## config.mk

```make
export PLATFORM = sky130hd
export DESIGN_NAME = mc_controller_flat
export DESIGN_NICKNAME = d
export VERILOG_FILES = /design/src/rtl/mc_controller_pkg.sv /design/src/rtl/mc_controller_if.sv /design/src/rtl/mc_controller_outdec.sv /design/src/rtl/mc_controller.sv /design/src/flat_wrapper.sv
export SDC_FILE = /design/constraint.sdc
export NUM_CORES = 1
export LEC_CHECK = 0
export CAP_MARGIN = 20
export CORE_UTILIZATION = 38
export DETAILED_ROUTE_END_ITERATION = 12
export PLACE_DENSITY = 0.74
export SLEW_MARGIN = 20
export SYNTH_ARGS = -nofsm -noshare
export SYNTH_HDL_FRONTEND = slang
export SYNTH_SLANG_ARGS = --single-unit
```

## constraint.sdc

```tcl
create_clock -name clk -period 1.1 [get_ports clk]
set_input_delay 0.11 -clock clk [delete_from_list [all_inputs] [get_ports clk]]
set_output_delay 0.11 -clock clk [all_outputs]
set_load 0.005 [all_outputs]
```

## src/rtl/mc_controller_pkg.sv

```systemverilog
// Shared types and constants for the multicycle MIPS main controller.
package mc_ctrl_pkg;

    typedef enum logic [3:0] {
        S_FETCH,
        S_DECODE,
        S_MEMADR,
        S_MEMRD,
        S_MEMWB,
        S_MEMWR,
        S_RTYPEEX,
        S_RTYPEWB,
        S_BEQEX,
        S_BLEEX,
        S_ADDIEX,
        S_ADDIWB,
        S_JEX
    } state_t;

    localparam logic [5:0] OP_LW    = 6'b100011;
    localparam logic [5:0] OP_SW    = 6'b101011;
    localparam logic [5:0] OP_RTYPE = 6'b000000;
    localparam logic [5:0] OP_BEQ   = 6'b000100;
    localparam logic [5:0] OP_BLE   = 6'b000110;
    localparam logic [5:0] OP_ADDI  = 6'b001000;
    localparam logic [5:0] OP_J     = 6'b000010;

    localparam logic [1:0] ALUOP_ADD   = 2'b00;
    localparam logic [1:0] ALUOP_SUB   = 2'b01;
    localparam logic [1:0] ALUOP_SGT   = 2'b10;
    localparam logic [1:0] ALUOP_FUNCT = 2'b11;

    localparam logic [1:0] SRCB_REG  = 2'b00;
    localparam logic [1:0] SRCB_FOUR = 2'b01;
    localparam logic [1:0] SRCB_IMM  = 2'b10;
    localparam logic [1:0] SRCB_IMM2 = 2'b11;

    localparam logic [1:0] PCSRC_ALU    = 2'b00;
    localparam logic [1:0] PCSRC_ALUOUT = 2'b01;
    localparam logic [1:0] PCSRC_JUMP   = 2'b10;

    typedef struct packed {
        logic       iord;
        logic       memwrite;
        logic       irwrite;
        logic       regwrite;
        logic       regdst;
        logic       memtoreg;
        logic       alusrca;
        logic [1:0] alusrcb;
        logic [1:0] aluop;
        logic [1:0] pcsrc;
        logic       pcwrite;
        logic       branch;
    } ctrl_word_t;

endpackage

```

## src/rtl/mc_controller_if.sv

```systemverilog
// Datapath-facing bundle of the main controller: status inputs and control outputs.
interface mc_controller_if;
    logic [5:0] op;
    logic       zero;
    logic       memready;
    logic       iord;
    logic       memwrite;
    logic       irwrite;
    logic       regwrite;
    logic       regdst;
    logic       memtoreg;
    logic       alusrca;
    logic [1:0] alusrcb;
    logic [1:0] aluop;
    logic [1:0] pcsrc;
    logic       pcen;

    modport master (
        input  op, zero, memready,
        output iord, memwrite, irwrite, regwrite, regdst, memtoreg,
               alusrca, alusrcb, aluop, pcsrc, pcen
    );

    modport slave (
        output op, zero, memready,
        input  iord, memwrite, irwrite, regwrite, regdst, memtoreg,
               alusrca, alusrcb, aluop, pcsrc, pcen
    );
endinterface

```

## src/rtl/mc_controller_outdec.sv

```systemverilog
// Combinational state-to-control-word decoder (Moore outputs, FETCH gated by memready).
module mc_outdec
    import mc_ctrl_pkg::*;
(
    input  state_t     state_i,
    input  logic       memready_i,
    output ctrl_word_t ctrl_o
);

    // Per-state control word; everything not named stays deasserted.
    always_comb begin
        ctrl_o = '0;
        unique case (state_i)
            S_FETCH: begin
                ctrl_o.alusrcb = SRCB_FOUR;
                ctrl_o.irwrite = memready_i;
                ctrl_o.pcwrite = memready_i;
            end
            S_DECODE:  ctrl_o.alusrcb = SRCB_IMM2;
            S_MEMADR, S_ADDIEX: begin
                ctrl_o.alusrca = 1'b1;
                ctrl_o.alusrcb = SRCB_IMM;
            end
            S_MEMRD:   ctrl_o.iord = 1'b1;
            S_MEMWB: begin
                ctrl_o.regwrite = 1'b1;
                ctrl_o.memtoreg = 1'b1;
            end
            S_MEMWR: begin
                ctrl_o.iord     = 1'b1;
                ctrl_o.memwrite = 1'b1;
            end
            S_RTYPEEX: begin
                ctrl_o.alusrca = 1'b1;
                ctrl_o.aluop   = ALUOP_FUNCT;
            end
            S_RTYPEWB: begin
                ctrl_o.regdst   = 1'b1;
                ctrl_o.regwrite = 1'b1;
            end
            S_BEQEX: begin
                ctrl_o.alusrca = 1'b1;
                ctrl_o.aluop   = ALUOP_SUB;
                ctrl_o.pcsrc   = PCSRC_ALUOUT;
                ctrl_o.branch  = 1'b1;
            end
            S_BLEEX: begin
                ctrl_o.alusrca = 1'b1;
                ctrl_o.aluop   = ALUOP_SGT;
                ctrl_o.pcsrc   = PCSRC_ALUOUT;
                ctrl_o.branch  = 1'b1;
            end
            S_ADDIWB:  ctrl_o.regwrite = 1'b1;
            S_JEX: begin
                ctrl_o.pcsrc   = PCSRC_JUMP;
                ctrl_o.pcwrite = 1'b1;
            end
            default:   ctrl_o = '0;
        endcase
    end

endmodule

```

## src/rtl/mc_controller.sv

```systemverilog
// Multicycle MIPS main controller: state register, next-state logic and output gating.
module mc_controller
    import mc_ctrl_pkg::*;
(
    input  logic          clk,
    input  logic          reset,
    mc_controller_if.master bus
);

    state_t     state_q, state_d;
    ctrl_word_t ctrl;

    // State register; low reset forces FETCH immediately.
    always_ff @(posedge clk or negedge reset) begin
        if (!reset) state_q <= S_FETCH;
        else        state_q <= state_d;
    end

    // Next-state logic; unknown opcodes fall back to FETCH from DECODE.
    always_comb begin
        state_d = S_FETCH;
        unique case (state_q)
            S_FETCH:   state_d = bus.memready ? S_DECODE : S_FETCH;
            S_DECODE: begin
                unique case (bus.op)
                    OP_LW, OP_SW: state_d = S_MEMADR;
                    OP_RTYPE:     state_d = S_RTYPEEX;
                    OP_BEQ:       state_d = S_BEQEX;
                    OP_BLE:       state_d = S_BLEEX;
                    OP_ADDI:      state_d = S_ADDIEX;
                    OP_J:         state_d = S_JEX;
                    default:      state_d = S_FETCH;
                endcase
            end
            S_MEMADR:  state_d = (bus.op == OP_LW) ? S_MEMRD : S_MEMWR;
            S_MEMRD:   state_d = bus.memready ? S_MEMWB : S_MEMRD;
            S_MEMWR:   state_d = bus.memready ? S_FETCH : S_MEMWR;
            S_RTYPEEX: state_d = S_RTYPEWB;
            S_ADDIEX:  state_d = S_ADDIWB;
            default:   state_d = S_FETCH;
        endcase
    end

    mc_outdec u_outdec (
        .state_i    (state_q),
        .memready_i (bus.memready),
        .ctrl_o     (ctrl)
    );

    // Selects follow the decoded word; write enables are also masked by reset
    // because FETCH's irwrite/pcwrite track memready even while held in reset.
    always_comb begin
        bus.iord     = ctrl.iord;
        bus.regdst   = ctrl.regdst;
        bus.memtoreg = ctrl.memtoreg;
        bus.alusrca  = ctrl.alusrca;
        bus.alusrcb  = ctrl.alusrcb;
        bus.aluop    = ctrl.aluop;
        bus.pcsrc    = ctrl.pcsrc;
        bus.memwrite = ctrl.memwrite & reset;
        bus.irwrite  = ctrl.irwrite & reset;
        bus.regwrite = ctrl.regwrite & reset;
        bus.pcen     = (ctrl.pcwrite | (ctrl.branch & bus.zero)) & reset;
    end

endmodule

```

## src/flat_wrapper.sv

```systemverilog
// flat-port wrapper written by rule: the top's interface ports become plain ports
module mc_controller_flat import mc_ctrl_pkg::*;
  (clk, reset, bus_op, bus_zero, bus_memready, bus_iord, bus_memwrite, bus_irwrite, bus_regwrite, bus_regdst, bus_memtoreg, bus_alusrca, bus_alusrcb, bus_aluop, bus_pcsrc, bus_pcen);
  mc_controller_if bus_i ();
  input  logic clk;
  input  logic reset;
  input wire logic [$bits(bus_i.op)-1:0] bus_op;
  input wire logic [$bits(bus_i.zero)-1:0] bus_zero;
  input wire logic [$bits(bus_i.memready)-1:0] bus_memready;
  output wire logic [$bits(bus_i.iord)-1:0] bus_iord;
  output wire logic [$bits(bus_i.memwrite)-1:0] bus_memwrite;
  output wire logic [$bits(bus_i.irwrite)-1:0] bus_irwrite;
  output wire logic [$bits(bus_i.regwrite)-1:0] bus_regwrite;
  output wire logic [$bits(bus_i.regdst)-1:0] bus_regdst;
  output wire logic [$bits(bus_i.memtoreg)-1:0] bus_memtoreg;
  output wire logic [$bits(bus_i.alusrca)-1:0] bus_alusrca;
  output wire logic [$bits(bus_i.alusrcb)-1:0] bus_alusrcb;
  output wire logic [$bits(bus_i.aluop)-1:0] bus_aluop;
  output wire logic [$bits(bus_i.pcsrc)-1:0] bus_pcsrc;
  output wire logic [$bits(bus_i.pcen)-1:0] bus_pcen;
  assign bus_i.op = bus_op;
  assign bus_i.zero = bus_zero;
  assign bus_i.memready = bus_memready;
  assign bus_iord = bus_i.iord;
  assign bus_memwrite = bus_i.memwrite;
  assign bus_irwrite = bus_i.irwrite;
  assign bus_regwrite = bus_i.regwrite;
  assign bus_regdst = bus_i.regdst;
  assign bus_memtoreg = bus_i.memtoreg;
  assign bus_alusrca = bus_i.alusrca;
  assign bus_alusrcb = bus_i.alusrcb;
  assign bus_aluop = bus_i.aluop;
  assign bus_pcsrc = bus_i.pcsrc;
  assign bus_pcen = bus_i.pcen;
  mc_controller u_core (.clk(clk), .reset(reset), .bus(bus_i));
endmodule
```

==> results of run 1 <==
==> cells in the mapped netlist <==
master,count,area [um^2]
sky130_fd_sc_hd__a21o_1,1,7.510
sky130_fd_sc_hd__a21oi_1,5,25.02
sky130_fd_sc_hd__a21oi_2,1,8.760
sky130_fd_sc_hd__a221o_1,1,10.01
sky130_fd_sc_hd__a31oi_1,1,6.260
sky130_fd_sc_hd__and2_1,1,6.260
sky130_fd_sc_hd__and3_1,2,12.51
sky130_fd_sc_hd__buf_2,2,10.01
sky130_fd_sc_hd__buf_4,1,7.510
sky130_fd_sc_hd__buf_6,5,56.30
sky130_fd_sc_hd__dfrtp_1,4,100.1
sky130_fd_sc_hd__inv_1,1,3.750
sky130_fd_sc_hd__nand2_1,3,11.26
sky130_fd_sc_hd__nand2b_1,4,25.02
sky130_fd_sc_hd__nand2b_4,1,13.76
sky130_fd_sc_hd__nand3_1,1,5.000
sky130_fd_sc_hd__nand3b_1,3,22.52
sky130_fd_sc_hd__nand4_1,4,25.02
sky130_fd_sc_hd__nand4b_1,1,8.760
sky130_fd_sc_hd__nand4bb_1,1,11.26
sky130_fd_sc_hd__nor2_1,4,15.01
sky130_fd_sc_hd__nor2b_1,4,25.02
sky130_fd_sc_hd__nor3_1,6,30.03
sky130_fd_sc_hd__nor3b_1,3,22.52
sky130_fd_sc_hd__nor3b_2,1,12.51
sky130_fd_sc_hd__nor4b_2,2,30.03
sky130_fd_sc_hd__o211ai_1,2,15.01
sky130_fd_sc_hd__o21a_1,1,7.510
sky130_fd_sc_hd__o21ai_0,2,10.01
sky130_fd_sc_hd__o21ai_1,1,5.000
sky130_fd_sc_hd__o221ai_1,1,8.760
sky130_fd_sc_hd__o22ai_1,1,6.260
sky130_fd_sc_hd__o311ai_1,1,8.760
sky130_fd_sc_hd__or3_1,3,18.77
sky130_fd_sc_hd__or3b_1,2,17.52
sky130_fd_sc_hd__xnor2_1,1,8.760
==> stage by stage <==
stage                     setup WS, ns  hold slack (ns)  TNS [ns]  instances  instance area, um^2
after floorplan                -0.1119          -0.1856   -0.5042         78                624.3
after CTS                      -0.5654           0.3253    -6.461        163                 1364
after global placement         -0.7850           0.5714    -7.900        130                952.2
after detailed placement       -0.8018           0.5651    -8.062        130                952.2
==> repair_timing <==
item	in CTS
setup buffers	31
resized for setup	106
pin swaps	22
gates cloned	1
setup endpoints to repair	18
==> cells by family after synthesis <==
| kind of cell | count (synthesis) |
|---|---|
| buf+inv | 9 |
| flops | 4 |
| xor+xnor | 1 |
| compound gates | 18 |
| simple gates | 46 |
==> metrics.md, run 1 <==
| Metric | Value |
|---|---|
| Status | aborted with a tool error |
| Terminating stage of the flow | 5_1_grt |
| First error in the log | [ERROR DPL-0033] detailed placement checks failed during check placement. |
| Num Clock Sinks | 4 |
| Largest buffer count on any clock path | 2 |
| Die W | 42.33 um |
| Clock tree root buffer cell | sky130_fd_sc_hd__clkbuf_4 |
| WEP type | primary output |
| Number of synthesized register bits | 4 |
| Site Rows | 14 |
| Num CTS Buffers | 3 |
| Number of port buffers | 23 |
| Worst setup endpoint GRT | bus_pcen |
| Pin count of the biggest net entering global routing | 12 |
| Synthesized area per cell | 7.924 um^2 |
| Share of cell area taken by muxes after synthesis | 0% |
| Arithmetic-cell share of the synthesized area counting full adders, half adders and majority gates | 0% |
| Number of instances in the synthesized netlist | about 80 |
| Area of the mapped netlist | 618.1 um^2 |
| Complex-gate fraction of the synthesized area | 19.23% |
| Number of distinct library cells after synthesis | 36 |
| HPWL after detailed placement | between 1 and 1.5 mm |
| CTS Hold Buffers Added | 0 |
| Top-level port count | 24 |
| CTS H-Tree Depth | 1 |
| Initial antenna violation count | 0 |
| Mapped Nets | approximately 90 |
| Die boundary height | 42.33 um |
| Total number of yosys warnings | 0 |
| Combinational family with the most area after synthesis | simple AND/OR/NAND/NOR gates |
| Proportion of synthesized chip area in sequential cells | about 16% |
| Initial core utilization | 41.03% |
| GPL Wtd Cong | 0.8233 |
| Simple-gate share of the synthesized area | 50.61% |
| Synthesized-area fraction occupied by xor and xnor cells | 1.417% |
==> inputs of run 2 (changes only) <==
--- a/config.mk
+++ b/config.mk
@@ -6,9 +6,10 @@
 export NUM_CORES = 1
 export LEC_CHECK = 0
 export CAP_MARGIN = 20
-export CORE_UTILIZATION = 38
+export CORE_AREA = 2 2 63 65
 export DETAILED_ROUTE_END_ITERATION = 12
-export PLACE_DENSITY = 0.74
+export DIE_AREA = 0 0 65 67
+export PLACE_DENSITY_LB_ADDON = 0.15
 export SLEW_MARGIN = 20
 export SYNTH_ARGS = -nofsm -noshare
 export SYNTH_HDL_FRONTEND = slang
==> constraint.sdc (replaced) <==
create_clock -name clk -period 1.4 [get_ports clk]
set_input_delay 0.14 -clock clk [delete_from_list [all_inputs] [get_ports clk]]
set_output_delay 0.14 -clock clk [all_outputs]
set_load 0.005 [all_outputs]
==> run 2 against run 1 <==
  * The flow now finishes, with violations (setup timing)
  * Synthesized cell count stayed put
  * Area after synthesis unchanged
==> metrics.md, run 2 <==
| Metric | Value |
|---|---|
| Status | complete, but fails checks |
| Failing checks | setup timing |
| Switching share of power | approximately 29% |
| Area fraction of the dominant cell type after synthesis | 16.19% |
| Number of synthesized register bits | 4 |
| Part of the power in the clock network | 28.1% |
| Proportion of synthesized chip area in sequential cells | about 16% |
| GPL Wtd Cong | 0.6807 |
| Total global routing track utilization | 11.33% |
| Fraction of power consumed by sequential logic | approximately 16% |
| Clock tree root buffer cell | sky130_fd_sc_hd__clkbuf_8 |
| Dominant cell type by area after synthesis | sky130_fd_sc_hd__dfrtp_1 |
| Required time of the critical path | 1.26 ns |
| Start of the worst register-to-register path | u_core.state_q[0]$_DFF_PN0_ |
| Simple-gate share of the synthesized area | 50.61% |
| Fraction of layout instances using a drive strength above 1 | a little over three fifths |
| Logic depth of the worst register-to-register path | 6 |
| Top-level port count | 24 |
| Largest regs | u_core.state_q (4) |
| Power share of the combinational group | a little under three fifths |
| Final critical-path share of the clock period | 110.6% |
| Die boundary height | 67 um |
| CTS H-Tree Depth | 1 |
| HPWL after detailed placement | 1.431 mm |
| Num CTS Buffers | 3 |
| Die W | 65 um |
| Synthesized area per cell | about 7.9 um^2 |
| Placement Setup Slack | -0.6277 ns |
| Overall routed net length | around 2.3 mm |
| Worst slew margin | 81.05% |
| Top-count cell post-synth | sky130_fd_sc_hd__nor3_1 |
| Synthesized-area fraction occupied by xor and xnor cells | 1.417% |
| Async set-reset flop share out of synthesis | 100.0% |
| Clock insertion delay at the later pin of the skew report | 0.21 ns |
| Pwr per Cell Area | approximately 600 mW/mm^2 |
| Critical Setup Path Class | flip-flop to output pin |
| Biggest area contributors in the synthesized netlist | sky130_fd_sc_hd__dfrtp_1 (16%), sky130_fd_sc_hd__buf_6 (9.1%), sky130_fd_sc_hd__nor3_1 (4.9%), sky130_fd_sc_hd__nor4b_2 (4.9%), sky130_fd_sc_hd__a21oi_1 (4.0%) |
| Cells after DPL | 161 |
| Total vias in the final route | between 800 and 900 |
| VDD IR max | 0.2118 mV |
| Sum of negative setup slack | -0.9426 ns |
| PnR Total Power | ~840 uW |
| RSZ-0062 raised after global routing | true |
| Transition time at the pin with the least slew margin | 0.2821 ns |
| Number of violations of the max-capacitance limit | 0 |
| N_diodes | 0 |
| Largest reg by FF count | u_core.state_q |
| Num Clock Sinks | 4 |
| Final setup viols | 14 |
| Worst setup path endpoint | bus_pcen |
| CTS clock-pin slew for the worst setup and hold paths | 0.03 ns |
| Critical Path Sink Type | output pin |
| Setup ws final | -0.1488 ns |
| Number of flip-flops in the largest register | 4 |
| Final Critical Period | 1.549 ns |
| Final #Nets | 151 |
| Die area | ~0.0044 mm^2 |
| Fin util | about two fifths |
| Maximum fanout along the worst path | 3 |
| Worst min path class | input pin to async pin |
| Final-report hold violation count | 0 |
| Wire length of the first global-routing pass | 3.795 mm |
| Total number of yosys warnings | 0 |
| Most frequent standard cell in the layout excluding fill and tap cells | sky130_fd_sc_hd__buf_6 |
| Initial core utilization | 17.14% |
| Number of design rule violations left after detail routing | 0 |
| Combinational family with the most area after synthesis | simple AND/OR/NAND/NOR gates |
| Crit-path cells | or3b_4 > a21o_1 > a21oi_2 > buf_2 |
| Source of the critical timing path | u_core.state_q[2]$_DFF_PN0_ |
| Capture instance of the worst register-to-register path | u_core.state_q[1]$_DFF_PN0_ |
| Mean number of vias per cell | 4.342 |
| Non-filler instance count after layout | roughly 190 |
| Number of nets with antenna violations after detailed routing | 0 |
| Setup slack on the worst flop-to-flop path | -0.09 ns |
| Number of max-slew violations in the final report | 0 |
| Most used flip-flop cell after synthesis | sky130_fd_sc_hd__dfrtp_1 |
| Number of distinct library cells after synthesis | 36 |
| Mapped Nets | between 80 and 90 |
| CTS tree | done |
| Total overflow reported by the global router | 0 |
| Arithmetic-cell share of the synthesized area counting full adders, half adders and majority gates | 0% |
| Area of the mapped netlist | between 600 and 700 um^2 |
| Post-detailed-route wirelength per cell | 12.38 um |
| Largest clock skew in the final design | ~0.002 ns |
| Starting DRC count in detailed routing | 31 |
| Number of global-route vias before repair | 833 |
| Site Rows | 22 |
| Detailed-router iteration count before antenna repair | 4 |
| Commonest cells after routing, fill and taps aside | sky130_fd_sc_hd__buf_6 (25), sky130_fd_sc_hd__buf_4 (16), sky130_fd_sc_hd__buf_2 (12) |
| Area after detailed placement | about 980 um^2 |
| Internal Dissipation | 598.3 uW |
| Number of instances in the synthesized netlist | 78 |
| Number of port buffers | 23 |
| Library cell contributing the largest single delay on the critical path | sky130_fd_sc_hd__dfrtp_1 |
| Arrival time at the worst endpoint | 1.41 ns |
| Layout overhead on the synthesized area | 129.1% |
| Worst hold slack | 0.4039 ns |
| Pin count of the biggest net entering global routing | 13 |
| Longest individual stage delay on the worst path | approximately 0.41 ns |
| Complex-gate fraction of the synthesized area | between 10% and 20% |
| Initial antenna violation count | 0 |
| Post-route design area | 0.001416 mm^2 |
| Power dissipated by switching net loads | roughly 240 uW |
| Number of enable-type register cells in the synthesized netlist | 0 |
| Leak | 0.6099 nW |
| Largest buffer count on any clock path | 2 |
| Type of origin of the critical path | flip-flop |
| FMAX | 0.6456 GHz |
| Synth cell count leaders | sky130_fd_sc_hd__nor3_1 (6), sky130_fd_sc_hd__a21oi_1 (5), sky130_fd_sc_hd__buf_6 (5) |
| Share of cell area taken by muxes after synthesis | 0% |
| Core area | 0.003606 mm^2 |
run 2: cell counts after synthesis:
Identical to the previous run, type by type.
run 2: what timing repair did:
item | 4_1_cts | 5_1_grt
buffers inserted | 18 | 3
gates cloned | 2 | 0
endpoints found under the hold margin | 0 | 0
gates resized for setup | 88 | 29
endpoints found under the setup margin | 18 | 18
pin swaps | 18 | 15
hold buffers | 0 | 0
run 2: worst min-delay path by stage:
stage | start | slack [ns] | to | cells after the start
final | reset | 0.40 | u_core.state_q[3]$_DFF_PN0_ | 3
after global routing | reset | 0.43 | u_core.state_q[3]$_DFF_PN0_ | 3
after CTS | reset | 0.42 | u_core.state_q[3]$_DFF_PN0_ | 3
after detailed placement | reset | 0.64 | u_core.state_q[0]$_DFF_PN0_ | 3
after global placement | reset | 0.66 | u_core.state_q[0]$_DFF_PN0_ | 3
after floorplan | reset | -0.16 | u_core.state_q[0]$_DFF_PN0_ | 0
run 2: layer usage:
metal  routed length, um  track usage, %
met4                   0           3.989
met3                  62          0.8446
met5                   0               0
met2                1318           22.55
met1                 934           12.41
run 2: power groups by stage:
stage | registers (mW) | clock network, mW | logic [mW]
floorplan | 0.135 | 0 | 0.156
global placement | 0.139 | 0 | 0.285
detailed placement | 0.138 | 0 | 0.286
CTS | 0.135 | 0.241 | 0.409
global route | 0.137 | 0.250 | 0.501
finish | 0.136 | 0.235 | 0.466
run 2: critical path: cells and delay by family, from the launching register on:
kind | cells | cell delay [ns]
AOI/OAI and AO/OA | 2 | 0.27
buffers and inverters | 1 | 0.12
DFF | 1 | 0.41
and+or+nand+nor | 1 | 0.40
run 2: kinds of logic after synthesis:
kind of cell,Yosys count
xor+xnor,1
simple gates,46
compound gates,18
buf+inv,9
flops,4
run 2: cell type report:
type	count	area, um^2
Clock buffer	3	41.29
Fill cell	380	2190
Inverter	1	3.754
Multi-Input combinational cell	65	576.8
Sequential cell	4	101.3
Tap cell	48	60.06
Timing Repair Buffer	66	633.1
Note: power is estimated with default switching activity, not from simulation.
==> inputs of run 3 (changes only) <==
--- a/config.mk
+++ b/config.mk
@@ -7,9 +7,11 @@
 export LEC_CHECK = 0
 export CAP_MARGIN = 20
 export CORE_AREA = 2 2 63 65
+export CTS_CLUSTER_SIZE = 14
 export DETAILED_ROUTE_END_ITERATION = 12
 export DIE_AREA = 0 0 65 67
 export PLACE_DENSITY_LB_ADDON = 0.15
+export SKIP_LAST_GASP = 1
 export SLEW_MARGIN = 20
 export SYNTH_ARGS = -nofsm -noshare
 export SYNTH_HDL_FRONTEND = slang
==> constraint.sdc (replaced) <==
create_clock -name clk -period 1.4 [get_ports clk]
set_input_delay 0.42 -clock clk [delete_from_list [all_inputs] [get_ports clk]]
set_output_delay 0.42 -clock clk [all_outputs]
set_load 0.005 [all_outputs]
==> run 3 against run 2 <==
  * The flow still finishes with violations (setup timing)
  * Combinational power down 3%
  * Critical path depth did not move
  * Via count rose by 2.5%
  * Maximum frequency down 20%
  * Die area unchanged
  * Cell count grew 0.53%
  * Sequential power hardly changed
  * Clock-buffer cell count unchanged
  * Largest power group unchanged
==> metrics.md, run 3 (synthesis results as in run 2) <==
| Metric | Value |
|---|---|
| Status | complete, but fails checks |
| Failing checks | setup timing |
| Worst hold slack | 0.3211 ns |
| Critical Path Sink Type | output pin |
| Fin util | 39.10% |
| Transition time at the pin with the least slew margin | 0.3326 ns |
| Pwr per Cell Area | 580.0 mW/mm^2 |
| Final setup viols | 17 |
| PnR Total Power | 817.8 uW |
| Leak | roughly 0.63 nW |
| Arrival time at the worst endpoint | ~1.5 ns |
| Core area | about 0.0036 mm^2 |
| Power share of the combinational group | roughly 55% |
| Layout overhead on the synthesized area | 128.1% |
| CTS clock-pin slew for the worst setup and hold paths | ~0.03 ns |
| Number of max-slew violations in the final report | 0 |
| Number of violations of the max-capacitance limit | 0 |
| Setup ws final | -0.5241 ns |
| Mean number of vias per cell | 4.426 |
| Die W | 65 um |
| Initial core utilization | between 10% and 20% |
| Initial antenna violation count | 0 |
| N_diodes | 0 |
| Total vias in the final route | 832 |
| Largest clock skew in the final design | 0.001427 ns |
| Post-detailed-route wirelength per cell | about 12 um |
| VDD IR max | 0.2228 mV |
| FMAX | approximately 0.52 GHz |
| Switching share of power | approximately 29% |
| Number of design rule violations left after detail routing | 0 |
| Part of the power in the clock network | between 20% and 30% |
| Power dissipated by switching net loads | 235.8 uW |
| Required time of the critical path | between 0.9 and 1 ns |
| Wire length of the first global-routing pass | 3.180 mm |
| CTS H-Tree Depth | 1 |
| Non-filler instance count after layout | 188 |
| Site Rows | 22 |
| Worst slew margin | 77.66% |
| Detailed-router iteration count before antenna repair | 2 |
| Most frequent standard cell in the layout excluding fill and tap cells | sky130_fd_sc_hd__buf_4 |
| CTS tree | done |
| Sum of negative setup slack | -5.175 ns |
| Final critical-path share of the clock period | 137.4% |
| Starting DRC count in detailed routing | 11 |
| GPL Wtd Cong | 0.7041 |
| Setup slack on the worst flop-to-flop path | -0.12 ns |
| Final #Nets | 152 |
| Clock insertion delay at the later pin of the skew report | 0.21 ns |
| Total overflow reported by the global router | 0 |
| Largest reg by FF count | u_core.state_q |
| Cells after DPL | 163 |
| Pin count of the biggest net entering global routing | 24 |
| HPWL after detailed placement | 1.432 mm |
| Number of flip-flops in the largest register | 4 |
| Largest regs | u_core.state_q (4) |
| Num CTS Buffers | 3 |
| Clock tree root buffer cell | sky130_fd_sc_hd__clkbuf_8 |
| Num Clock Sinks | 4 |
| Number of nets with antenna violations after detailed routing | 0 |
| Fraction of layout instances using a drive strength above 1 | 61.43% |
| Post-route design area | 0.001410 mm^2 |
| Critical Setup Path Class | flip-flop to output pin |
| Overall routed net length | 2.245 mm |
| Number of global-route vias before repair | 760 |
| CTS Hold Buffers Added | 0 |
| Placement Setup Slack | -1.110 ns |
| Total global routing track utilization | 9.476% |
| Die boundary height | 67 um |
| Largest buffer count on any clock path | 2 |
| Internal Dissipation | 582.1 uW |
| Fraction of power consumed by sequential logic | between 10% and 20% |
| Top-level port count | 24 |
| Area after detailed placement | 0.001021 mm^2 |
| Worst min path class | input pin to async pin |
| Die area | ~0.0044 mm^2 |
| Final Critical Period | approximately 1.9 ns |
| RSZ-0062 raised after global routing | true |
| Filler Cell Count | 374 |
| Maximum fanout along the worst path | 2 |
| Final-report hold violation count | 0 |
| Number of port buffers | 23 |
| Commonest cells after routing, fill and taps aside | sky130_fd_sc_hd__buf_4 (24), sky130_fd_sc_hd__buf_6 (16), sky130_fd_sc_hd__buf_2 (9) |
| Type of origin of the critical path | flip-flop |
run 3: cell count changes in the layout (fill, tap and decap cells not counted), moves of 3 or more:
| cell | change |
|---|---|
| sky130_fd_sc_hd__buf_6 | -9 |
| sky130_fd_sc_hd__clkbuf_2 | +3 |
| sky130_fd_sc_hd__buf_2 | -3 |
| sky130_fd_sc_hd__buf_4 | +8 |
run 3: layout make-up:
class	count	area, um^2	share of cell area (%)
repair buffers	67	619.3	43.92
multi-input cells	65	584.3	41.44
clock buffers	3	41.29	2.928
flip-flops and latches	4	101.3	7.187
inverters	1	3.754	0.2662
well taps	48	60.06	4.259
run 3: what timing repair did:
action,CTS,global route
pin swaps,8,20
cloned,0,2
resized for setup,66,36
buffers inserted,13,11
setup endpoints to repair,18,18
run 3: critical path, cell delays in order, from the launching register on:
cell,delay (ns)
sky130_fd_sc_hd__dfrtp_1,0.37
sky130_fd_sc_hd__buf_4,0.14
sky130_fd_sc_hd__or3b_4,0.39
sky130_fd_sc_hd__nor4b_2,0.24
sky130_fd_sc_hd__buf_2,0.15
run 3: metal layers:
metal / track usage, % / share of wire [%]
met3: 1.182 / 3.2
met5: 0 / 0
met4: 3.191 / 0
met2: 18.30 / 57
met1: 10.60 / 40
run 3: path summary, 6_finish.rpt:
path                                             startpoint                     endpoint  depth (start not counted)
min in group clk                u_core.state_q[2]$_DFF_PN0_  u_core.state_q[3]$_DFF_PN0_                          3
worst min register to register  u_core.state_q[2]$_DFF_PN0_  u_core.state_q[3]$_DFF_PN0_                          3
max in group asynchronous                             reset  u_core.state_q[2]$_DFF_PN0_                          2
worst min-delay path                                  reset  u_core.state_q[1]$_DFF_PN0_                          2
worst max register to register  u_core.state_q[0]$_DFF_PN0_  u_core.state_q[1]$_DFF_PN0_                          6
worst max-delay path            u_core.state_q[3]$_DFF_PN0_                  bus_irwrite                          4
run 3: power groups by stage:
stage | Sequential, mW | Combinational, mW | Clock, mW
after detailed placement | 0.136 | 0.300 | 0
after global placement | 0.136 | 0.299 | 0
after floorplan | 0.135 | 0.162 | 0
after global routing | 0.134 | 0.485 | 0.247
after CTS | 0.133 | 0.375 | 0.241
final | 0.133 | 0.451 | 0.234
==> inputs of run 4 (changes only) <==
--- a/config.mk
+++ b/config.mk
@@ -16,3 +16,4 @@
 export SYNTH_ARGS = -nofsm -noshare
 export SYNTH_HDL_FRONTEND = slang
 export SYNTH_SLANG_ARGS = --single-unit
+export TNS_END_PERCENT = 20
==> run 4 against run 3 <==
  * The flow still finishes with violations (setup timing)
  * Cell count shrank 5.9%
  * First-iteration DRC count rose by 9.1%
  * Utilization fell by 5.0 points
  * Global-route usage grew 0.42 points
  * Combinational power shrank 19%
  * Register-to-register slack lost 0.11 ns
  * Cell area decreased by 13%
  * Critical path depth up 1
  * Clock-buffer cell count unchanged
  * Worst setup slack got worse by 0.073 ns
  * Largest cell class is now multi-input combinational cells
==> metrics.md, run 4 (synthesis results as in run 2) <==
| Metric | Value |
|---|---|
| Status | complete, but fails checks |
| Failing checks | setup timing |
| Number of port buffers | 23 |
| Final-report hold violation count | 0 |
| Detailed-router iteration count before antenna repair | 4 |
| CTS tree | done |
| FMAX | 0.5008 GHz |
| Largest clock skew in the final design | 0.001038 ns |
| Non-filler instance count after layout | 177 |
| Type of origin of the critical path | flip-flop |
| Top-level port count | 24 |
| Number of max-slew violations in the final report | 0 |
| Filler Cell Count | 392 |
| Mean number of vias per cell | 4.379 |
| Pwr per Cell Area | 598.7 mW/mm^2 |
| Layout overhead on the synthesized area | 98.99% |
| Clock tree root buffer cell | sky130_fd_sc_hd__clkbuf_8 |
| Pin count of the biggest net entering global routing | 15 |
| Die W | 65 um |
| Total global routing track utilization | 9.897% |
| Total overflow reported by the global router | 0 |
| Clock insertion delay at the later pin of the skew report | roughly 0.21 ns |
| N_diodes | 0 |
| Logic depth of the worst register-to-register path | 6 |
| Die boundary height | 67 um |
| Sum of negative setup slack | -6.499 ns |
| Placement Setup Slack | -1.143 ns |
| Largest regs | u_core.state_q (4) |
| Number of violations of the max-capacitance limit | 0 |
| Final critical-path share of the clock period | 142.6% |
| Critical Setup Path Class | flip-flop to output pin |
| Starting DRC count in detailed routing | 12 |
| Cells after DPL | 159 |
| Maximum fanout along the worst path | 2 |
| Leak | 0.5550 nW |
| GPL Wtd Cong | 0.7181 |
| Commonest cells after routing, fill and taps aside | sky130_fd_sc_hd__buf_4 (25), sky130_fd_sc_hd__dlygate4sd2_1 (10), sky130_fd_sc_hd__clkdlybuf4s50_1 (8) |
| Site Rows | 22 |
| Core area | roughly 0.0036 mm^2 |
| RSZ-0062 raised after global routing | true |
| Total vias in the final route | 775 |
| Num Clock Sinks | 4 |
| Largest reg by FF count | u_core.state_q |
| Fraction of layout instances using a drive strength above 1 | 44.19% |
| Initial core utilization | 17.14% |
| Worst slew margin | ~80% |
| Final setup viols | 18 |
| Number of nets with antenna violations after detailed routing | 0 |
| Overall routed net length | approximately 2.1 mm |
| CTS H-Tree Depth | 1 |
| Critical Path Sink Type | output pin |
| Wire length of the first global-routing pass | 3.415 mm |
| VDD IR max | between 0.2 and 0.3 mV |
| Number of global-route vias before repair | 757 |
| Final Critical Period | 1.997 ns |
| Arrival time at the worst endpoint | 1.58 ns |
| Num CTS Buffers | 3 |
| Number of flip-flops in the largest register | 4 |
| CTS Hold Buffers Added | 0 |
| Post-detailed-route wirelength per cell | between 10 and 15 um |
| Setup ws final | -0.5967 ns |
| CTS clock-pin slew for the worst setup and hold paths | 0.03 ns |
| Capture instance of the worst register-to-register path | u_core.state_q[2]$_DFF_PN0_ |
| Die area | 0.004355 mm^2 |
| Final #Nets | 141 |
| Largest buffer count on any clock path | 2 |
| Initial antenna violation count | 0 |
| Most frequent standard cell in the layout excluding fill and tap cells | sky130_fd_sc_hd__buf_4 |
| Worst min path class | input pin to async pin |
| HPWL after detailed placement | 1.430 mm |
| Required time of the critical path | 0.98 ns |
| Fin util | 34.11% |
| Setup slack on the worst flop-to-flop path | -0.23 ns |
| Start of the worst register-to-register path | u_core.state_q[0]$_DFF_PN0_ |
| Transition time at the pin with the least slew margin | around 0.30 ns |
| Number of design rule violations left after detail routing | 0 |
run 4: changes by cell type in the layout (fill, tap and decap cells not counted), sizes merged:
cell,previous run,this run
buf,52,36
dlygate4sd2,3,10
clkbuf,8,3
clkdlybuf4s50,6,8
bufbuf,0,1
run 4: critical path, stage by stage (launching register included):
cell and delay [ns]:
sky130_fd_sc_hd__dfrtp_1 0.41, sky130_fd_sc_hd__buf_6 0.14, sky130_fd_sc_hd__or3b_4 0.39, sky130_fd_sc_hd__a21o_1 0.20, sky130_fd_sc_hd__a21oi_2 0.10, sky130_fd_sc_hd__buf_2 0.12
run 4: cell type report:
class / count / area, um^2 / area share [%]
clock buffer: 3 / 41.29 / 3.357
sequential: 4 / 102.6 / 8.342
timing repair buffer: 56 / 508.0 / 41.30
tap: 48 / 60.06 / 4.883
inverter: 1 / 3.754 / 0.3052
multi-input combinational: 65 / 514.2 / 41.81
run 4: per-stage QoR:
stage,power (mW),cell area [um^2],hold WS (ns)
floorplan,0.2899,618.1,0.1244
global placement,0.4147,969.7,0.7012
detailed placement,0.4176,969.7,0.7071
CTS,0.7200,1179,0.3860
global route,0.7846,1230,0.4226
finish,0.7363,1230,0.3819
run 4: worst max-delay path by stage:
stage	start	to	slack (ns)	cells past startpoint
floorplan	u_core.state_q[2]$_DFF_PN0_	bus_pcen	-0.12	3
global placement	bus_memready	bus_irwrite	-1.14	4
detailed placement	bus_memready	bus_pcen	-1.14	5
CTS	u_core.state_q[2]$_DFF_PN0_	bus_pcen	-0.58	5
global route	u_core.state_q[2]$_DFF_PN0_	bus_irwrite	-0.65	4
finish	u_core.state_q[2]$_DFF_PN0_	bus_pcen	-0.60	5
run 4: power by group:
part	internal, mW	switching, mW	leakage, nW	total (mW)
Combinational	0.218	0.149	0.483	0.367
Clock	0.183	0.0526	0.0216	0.235
Sequential	0.126	0.00770	0.0509	0.134
Total	0.527	0.210	0.555	0.736
run 4: routing by layer:
metal	GRT usage (%)	share of wire (%)	routed length (um)
met1	10.98	40	816
met2	20.10	58	1189
met3	0.6757	2.5	52
met4	2.394	0	0
met5	0	0	0
run 4: what timing repair did:
item	4_1_cts	5_1_grt
setup endpoints to repair	18	18
gates cloned	1	0
pin swaps	6	1
setup buffers	11	3
gates resized for setup	43	12
